==> src/rtl/mkio_manchester_tx.sv <==
// mkio_manchester_tx: MIL-STD-1553 (MKIO) Manchester-II word transmitter.
//
// Serialises each captured 16-bit word as a 40 half-bit frame: 6 half-bits of sync
// (command/status: +++---, data: ---+++), 16 data bits MSB first (1 = +-, 0 = -+) and an
// odd-parity bit encoded like a data bit. A one-word holding register lets a second word
// follow the first with no gap on the bus.
//
// Optional feature: define MKIO_TX_WDT_EN to enable the continuous-transmission watchdog.
// Once tx_en has been high for WDT_CLKS cycles, the transmitter is forced idle, the holding
// register is cleared and tx_timeout latches high until reset.
//
// Parameters:
//   HALF_BIT_CLKS  clk cycles per half-bit (>= 2)
//   WDT_CLKS       watchdog limit in clk cycles of continuous tx_en
//
// Ports:
//   clk         system clock
//   reset       asynchronous active-low reset
//   tx_data     word to send, sampled in the capture cycle
//   tx_cd       0 = command/status sync, 1 = data sync
//   tx_ready    load request (level; one capture per rising edge)
//   tx_busy     word shifting or holding register full
//   tx_p/tx_n   differential phases to the bus driver
//   tx_en       bus driver enable
//   tx_drop     1-cycle pulse: request lost, holding register was full
//   tx_timeout  sticky watchdog flag (tied 0 without MKIO_TX_WDT_EN)
module mkio_manchester_tx #(
  parameter int unsigned HALF_BIT_CLKS = 16,
  parameter int unsigned WDT_CLKS      = 25600
) (
  input  logic        clk,
  input  logic        reset,
  input  logic [15:0] tx_data,
  input  logic        tx_cd,
  input  logic        tx_ready,
  output logic        tx_busy,
  output logic        tx_p,
  output logic        tx_n,
  output logic        tx_en,
  output logic        tx_drop,
  output logic        tx_timeout
);

  localparam int unsigned BaudW = (HALF_BIT_CLKS > 1) ? $clog2(HALF_BIT_CLKS) : 1;
  localparam logic [BaudW-1:0] BaudLast = BaudW'(HALF_BIT_CLKS - 1);
  localparam logic [5:0] HalfLast = 6'd39;

  typedef enum logic [0:0] {StIdle, StShift} state_e;

  state_e            state_q, state_d;
  logic [BaudW-1:0]  baud_q, baud_d;
  logic [5:0]        half_q, half_d;
  logic [16:0]       word_q, word_d;     // {cd, data} of the word on the bus
  logic [16:0]       hold_q, hold_d;     // {cd, data} waiting for the shifter
  logic              hold_full_q, hold_full_d;
  logic              ready_q;
  logic              drop_q, drop_d;

  logic              capture;
  logic              half_end;
  logic              frame_end;
  logic              abort;
  logic              timed_out;

  logic [3:0]        bit_idx;
  logic              sym_plus;

  // Watchdog on continuous driver enable
`ifdef MKIO_TX_WDT_EN
  localparam int unsigned WdtW = $clog2(WDT_CLKS + 1);
  localparam logic [WdtW-1:0] WdtLast = WdtW'(WDT_CLKS - 1);

  logic [WdtW-1:0] wdt_q;
  logic            timeout_q;

  always_ff @(posedge clk or negedge reset) begin
    if (!reset) begin
      wdt_q     <= '0;
      timeout_q <= 1'b0;
    end else begin
      if (!tx_en) begin
        wdt_q <= '0;
      end else begin
        wdt_q <= wdt_q + 1'b1;
      end
      if (abort) begin
        timeout_q <= 1'b1;
      end
    end
  end

  // Fires in the WDT_CLKS-th consecutive cycle of tx_en
  assign abort     = tx_en && (wdt_q == WdtLast);
  assign timed_out = timeout_q;
`else
  assign abort     = 1'b0;
  assign timed_out = 1'b0;
`endif

  // Rising-edge detect on tx_ready; requests are ignored once the watchdog has tripped
  assign capture   = tx_ready & ~ready_q & ~timed_out;
  assign half_end  = (state_q == StShift) && (baud_q == BaudLast);
  assign frame_end = half_end && (half_q == HalfLast);

  always_comb begin
    state_d     = state_q;
    baud_d      = baud_q;
    half_d      = half_q;
    word_d      = word_q;
    hold_d      = hold_q;
    hold_full_d = hold_full_q;
    drop_d      = 1'b0;

    if (capture) begin
      if (state_q == StIdle) begin
        state_d = StShift;
        baud_d  = '0;
        half_d  = '0;
        word_d  = {tx_cd, tx_data};
      end else if (hold_full_q) begin
        drop_d = 1'b1;
      end else begin
        hold_d      = {tx_cd, tx_data};
        hold_full_d = 1'b1;
      end
    end

    if (state_q == StShift) begin
      if (!half_end) begin
        baud_d = baud_q + 1'b1;
      end else if (!frame_end) begin
        baud_d = '0;
        half_d = half_q + 6'd1;
      end else if (hold_full_d) begin
        // hold_d/hold_full_d include a capture made in this very cycle, so a word
        // requested as the last half-bit ends still follows without a gap
        baud_d      = '0;
        half_d      = '0;
        word_d      = hold_d;
        hold_full_d = 1'b0;
      end else begin
        state_d = StIdle;
        baud_d  = '0;
        half_d  = '0;
      end
    end

    if (abort) begin
      state_d     = StIdle;
      baud_d      = '0;
      half_d      = '0;
      hold_full_d = 1'b0;
      drop_d      = 1'b0;
    end
  end

  always_ff @(posedge clk or negedge reset) begin
    if (!reset) begin
      state_q     <= StIdle;
      baud_q      <= '0;
      half_q      <= '0;
      word_q      <= '0;
      hold_q      <= '0;
      hold_full_q <= 1'b0;
      ready_q     <= 1'b0;
      drop_q      <= 1'b0;
    end else begin
      state_q     <= state_d;
      baud_q      <= baud_d;
      half_q      <= half_d;
      word_q      <= word_d;
      hold_q      <= hold_d;
      hold_full_q <= hold_full_d;
      ready_q     <= tx_ready;
      drop_q      <= drop_d;
    end
  end

  // Symbol of the current half-bit: 1 = '+', 0 = '-'.
  // Data half-bit 6 + 2k carries bit 15-k; the odd half-bit of each pair is the complement.
  always_comb begin
    bit_idx = 4'd15 - 4'((half_q - 6'd6) >> 1);
    if (half_q < 6'd6) begin
      sym_plus = (half_q < 6'd3) ^ word_q[16];
    end else if (half_q < 6'd38) begin
      sym_plus = word_q[bit_idx] ^ half_q[0];
    end else begin
      sym_plus = (~^word_q[15:0]) ^ half_q[0];
    end
  end

  assign tx_en      = (state_q == StShift);
  assign tx_p       = tx_en & sym_plus;
  assign tx_n       = tx_en & ~sym_plus;
  assign tx_busy    = tx_en | hold_full_q;
  assign tx_drop    = drop_q;
  assign tx_timeout = timed_out;

endmodule
==> config.mk <==
export PLATFORM = sky130hd
export DESIGN_NAME = mkio_manchester_tx
export DESIGN_NICKNAME = d
export VERILOG_FILES = /design/src/rtl/mkio_manchester_tx.sv
export SDC_FILE = /design/constraint.sdc
export NUM_CORES = 1
export LEC_CHECK = 0
export ABC_AREA = 0
export BUFFER_PORTS_ARGS = -buffer_cell sky130_fd_sc_hd__buf_2
export CORE_UTILIZATION = 52
export CTS_CLUSTER_DIAMETER = 100
export DETAILED_ROUTE_END_ITERATION = 10
export GPL_TIMING_DRIVEN = 0
export PLACE_DENSITY_LB_ADDON = 0.1
export SLEW_MARGIN = 30
export SYNTH_ARGS = -nofsm -noshare
export SYNTH_HDL_FRONTEND = slang
export SYNTH_SLANG_ARGS = --single-unit
==> constraint.sdc <==
create_clock -name clk -period 3.5 [get_ports clk]
set_input_delay 0.7 -clock clk [delete_from_list [all_inputs] [get_ports clk]]
set_output_delay 0.7 -clock clk [all_outputs]
set_load 0.01 [all_outputs]
[Yosys cells after proc, flatten, opt, wreduce, memory -nomap -nowiden]
Cells that the tools add are included.
Cells by class
  mux-type cells: 34
  reductions and logical operators: 4
  bitwise logic cells: 9
  magnitude comparators: 4
  equal/unequal tests: 2
  $add $sub $neg: 4
Operator list (number)
  17-bit 2-to-1 mux: 9
  6-bit 2-to-1 mux: 5
  1-bit 2-to-1 mux: 16
  16-bit XNOR reduction: 1
  4-bit 2-to-1 mux: 3
  6-bit by 1-bit adder with 6-bit output (second input constant): 1
  6-bit == test (second input constant): 1
  4-bit by 6-bit < comparator with 1-bit output (second input constant): 1
  6-bit by 2-bit < comparator with 1-bit output (second input constant): 1
  6-bit by 3-bit < comparator with 1-bit output (second input constant): 1
  6-bit < comparator (second input constant): 1
  5-bit by 3-bit subtractor with 5-bit output (second input constant): 1
  4-bit by 1-bit adder with 4-bit output (second input constant): 1
  1-bit binary-select mux with 4-bit select: 1
  4-bit == test (second input constant): 1
  4-bit subtractor (first input constant): 1
  1-bit bitwise AND: 3
  1-bit bitwise XOR: 3
  1-bit logical AND: 2
  1-bit NOT: 2
  2-bit nonzero test: 1
  1-bit OR: 1
Word-level totals
  output and inout port bits: 6
  bits in registers: 48
  input bits: 20
  word-level logic and storage cells: 65

[Longest topological paths before layout]
  depth after elaboration: 9
  mapped depth: 8
  gate-level depth less buffers: 6

[Worst setup path before layout]
Ideal clock, no wire load.
  kind: flip-flop to output port
  start: reg half_q[1]
  end: out tx_n
  path buffers: 0
  required time: 2800 ps
  cell stages (with the launch flop): 7
  data arrival time: 2054 ps
  path slack: 746 ps
  path through: dfrtp_1 > ha_1 > mux4_2 > mux2i_1 > xnor2_1 > a22oi_1 > and4_1
On the way
  longest elaborated chain between the ends: 9
  elaborated cells between the ends (all ways): 13
  classes of those cells: 2 x add/sub; 3 x order compare; 4 x mux; 4 x bitwise
RTL lines
  from (decl): line 52  | logic [5:0] half_q, half_d;
  from (signal assigned): line 170  | half_q <= half_d;
  5-bit by 3-bit subtractor with 5-bit output: line 182  | bit_idx = 4'd15 - 4'((half_q - 6'd6) >> 1);
  4-bit subtractor: line 182
  1-bit binary-select mux with 4-bit select: line 186  | sym_plus = word_q[bit_idx] ^ half_q[0];
  1-bit 2-to-1 mux (not written as such): line 186
  1-bit bitwise XOR: line 186
  1-bit 2-to-1 mux: line 185  | end else if (half_q < 6'd38) begin
  1-bit 2-to-1 mux (*): line 183  | if (half_q < 6'd6) begin
  1-bit NOT (*): line 194  | assign tx_n = tx_en & ~sym_plus;
  1-bit bitwise AND (*): line 194
  to (decl): line 38  | output logic tx_n,
Every way passes the cells marked *; elsewhere a longest branch is shown, timed or not. The select of a mux whose other input is x is not followed.

[Worst setup path after layout]
Ends and elaborated chain as after synthesis.

==> reports/results.ini <==
[yosys]
synth_cell_types=44
ys_warn_count=0
ys_ff_latch=48
syn_nets=254
synth_compound_area_share_pct=15.1
synth_mux_area_share_pct=12.2
synth-edff-count=0
synthXorXnorAreaFrac_pct=7.93
yosys.area_share.simple_pct=9.20
syn_inst=231
synth_adder_area_share_pct=1.47
yosysSeqAreaShare_pct=47.0
synth_top_family_by_area=compound AO/OA/AOI/OAI gates
synth_flop_cell=dfrtp_1
synth.avg_cell_area_um2=11.1
async_flop_share_pct=100
syn_area_mm2=0.00256

[global_routing]
grt_first_pass_wirelength_um=8050
grt_usage_pct=20.5
grt_pass1_vias=1702
antenna_found_initial=0
grt_overflow_total=0
grt_start_max_net_pins=49

[sta]
finalHoldViolations=0
holdWs_ps=402
max_slew_margin_pct=50.5
worst_slew_pin_slew_ps=736
final.setup_skew_ps=4.86
post-route-min-period_ps=3350
finalMaxSlewViolations=0
tns_ps=0
period_share_pct=95.8
setup_violations=0
rsz0062_at_grt=no
clock.fmax_mhz=298

[clock_tree]
cts_buffer_depth=2
cts_buffers=5
cts_sinks=48
ctsHoldBuffers=0
cts-root-buf=clkbuf_8
post_cts_buffers=0
clk_latency_ps=300
clkTransAtPathRegs_ps=80
cts_tree=done
htreeDepth=2
cts_resized=0

[drt]
vias=1760
drc_errors=0
ant_nets=0
drt_iter0_markers=69
via_per_inst=5.35
wire_per_inst_um=14.3
routed_wl_um=4720
drt-pass1-iter-count=4

[layout]
multi_input_area_mm2=0.00118
antennaDiodeCount=0
ff_latch_area_mm2=0.00120
final_area_mm2=0.00285
nFillCells=407
final_cell_mix=48 x dfrtp_1, 27 x buf_2, 20 x inv_1, 17 x o22ai_1, 15 x mux2_2
area_growth_pct=11.3
final_net_count=285
layout_commonest_cell=dfrtp_1
drive_above_1_share_pct=29.0

[setup_path]
cp_max_fo=8
startpoint_type=flop
rrSetupSlack_ps=1210
cpMaxStageDelayCell=mux4_2
rr_worst_depth=7
path_cells=ha_1 > mux4_2 > mux2i_1 > xnor2_1 > a22oi_1 > and4_1 > buf_2
crit_arrival_ps=2650
cp-end-kind=output pin
max_stage_delay_ps=530
endpoint=tx_n
r2r-start=half_q[1]
required_ps=2800
crit_start=half_q[1]
path_class=reg2out
r2r_end=word_q[6]

[placement]
dpl_cell_area_mm2=0.00276
post-dp-hpwl_um=3290
gp_congestion=0.771
portBuffers=24

[die]
die_area_mm2=0.00520
num_rows=25
die_x_um=72.1
die_y_um=72.1
start_util_pct=54.1
core_area_mm2=0.00472
io_pins=26

[min_path]
hold_class=in2async

[pwr]
p_int_uw=784
p_switching_uw=247
pwr-share-seq_pct=59.8
powerDensity_mw_per_mm2=363
p_comb_share_pct=9.8
clkPwrFrac_pct=30.4
swShare_pct=23.9
leakage_nw=1.30
ir_drop_mv=0.325

[run]
cap_violations=0

[run_status]
status=complete, no violations

## worst min-delay path by stage
| stage | endpoint | slack [ps] | depth (start not counted) |
|---|---|---|---|
| 2_1_floorplan | baud_q[0] | 400 | 0 |
| 3_3_place_gp | hold_q[9] | 470 | 1 |
| 3_5_place_dp | hold_q[7] | 490 | 1 |
| 4_1_cts | word_q[13] | 430 | 1 |
| 5_1_grt | word_q[9] | 450 | 1 |
| 6_report | word_q[13] | 400 | 1 |
## critical path: cells and delay by family, from the launching register on
kind                       cells  cell delay [ps]
AOI/OAI and AO/OA              1              220
xor gates and xnor gates       1               80
adders and majority gates      1              480
buffers and inverters          1              140
DFF                            1              510
muxes                          2              700
and+or+nand+nor                1              230
## registers in the layout, indices dropped and copies added (netlist names)
| signal | cells |
|---|---|
| hold_q | 17 |
| word_q | 17 |
| half_q | 6 |
| baud_q | 4 |
| hold_full_q | 1 |
| ready_q | 1 |
| tx_drop | 1 |
| tx_en | 1 |
## routing by layer
metal  vias up  track usage, %  wire (um)
li1        874               -          -
met1       856            28.3       2370
met2        26            32.1       2170
met3         4            4.31        131
met4         0            7.84         54
met5         -               0          0
## cell type report
type | count | share of cell area, %
sequential | 48 | 42.2
multi-input combinational | 149 | 41.4
timing repair buffer | 24 | 4.31
buffer | 14 | 3.65
tap | 67 | 2.95
inverter | 20 | 2.64
clock buffer | 5 | 2.42
clock inverter | 2 | 0.440
## per-stage QoR
stage	utilization, %	std cells	setup slack, ps	power, mW
finish	60.2	329	147	1.03
global route	60.2	329	14.8	1.08
CTS	60.2	329	128	1.05
detailed placement	58.5	322	439	0.730
global placement	58.5	322	426	0.726
floorplan	-	231	746	0.688
## power by group through the flow
| stage | registers [mW] | clock network, mW | logic [mW] |
|---|---|---|---|
| CTS | 0.617 | 0.328 | 0.102 |
| detailed placement | 0.628 | 0 | 0.102 |
| floorplan | 0.622 | 0 | 0.0663 |
| global placement | 0.627 | 0 | 0.0991 |
| finish | 0.617 | 0.314 | 0.101 |
| global route | 0.623 | 0.342 | 0.113 |
## kinds of logic (layout without fill, tap and decap cells)
group | count (synthesis) | after routing
DFF | 48 | 48
buffers and inverters | 34 | 65
other | 1 | 1
adders and majority gates | 3 | 3
and+or+nand+nor | 42 | 42
AOI/OAI and AO/OA | 59 | 59
xor gates and xnor gates | 20 | 20
muxes | 24 | 24
## synth_stat cells (2+ instances only)
| library cell | count | area [um2] |
|---|---|---|
| o22ai_1 | 17 | 106 |
| a21oi_2 | 10 | 87.6 |
| o21ai_0 | 11 | 55.1 |
| inv_1 | 20 | 75.1 |
| o31ai_1 | 3 | 22.5 |
| dfrtp_1 | 48 | 1200 |
| a21oi_1 | 13 | 65.1 |
| buf_6 | 2 | 22.5 |
| mux2_2 | 15 | 169 |
| ha_1 | 3 | 37.5 |
| clkbuf_1 | 5 | 18.8 |
| nand2b_1 | 2 | 12.5 |
| xor2_1 | 4 | 35.0 |
| buf_2 | 4 | 20.0 |
| xnor3_1 | 2 | 45.0 |
| nor2_1 | 8 | 30.0 |
| mux2_1 | 2 | 22.5 |
| mux2i_1 | 3 | 30.0 |
| nor2b_1 | 3 | 18.8 |
| mux4_2 | 4 | 90.1 |
| nand3_1 | 5 | 25.0 |
| nand4_1 | 2 | 12.5 |
| xnor2_1 | 14 | 123 |
| nand2_1 | 10 | 37.5 |
| and4_1 | 2 | 17.5 |
Power figures use the tool's default switching activity.
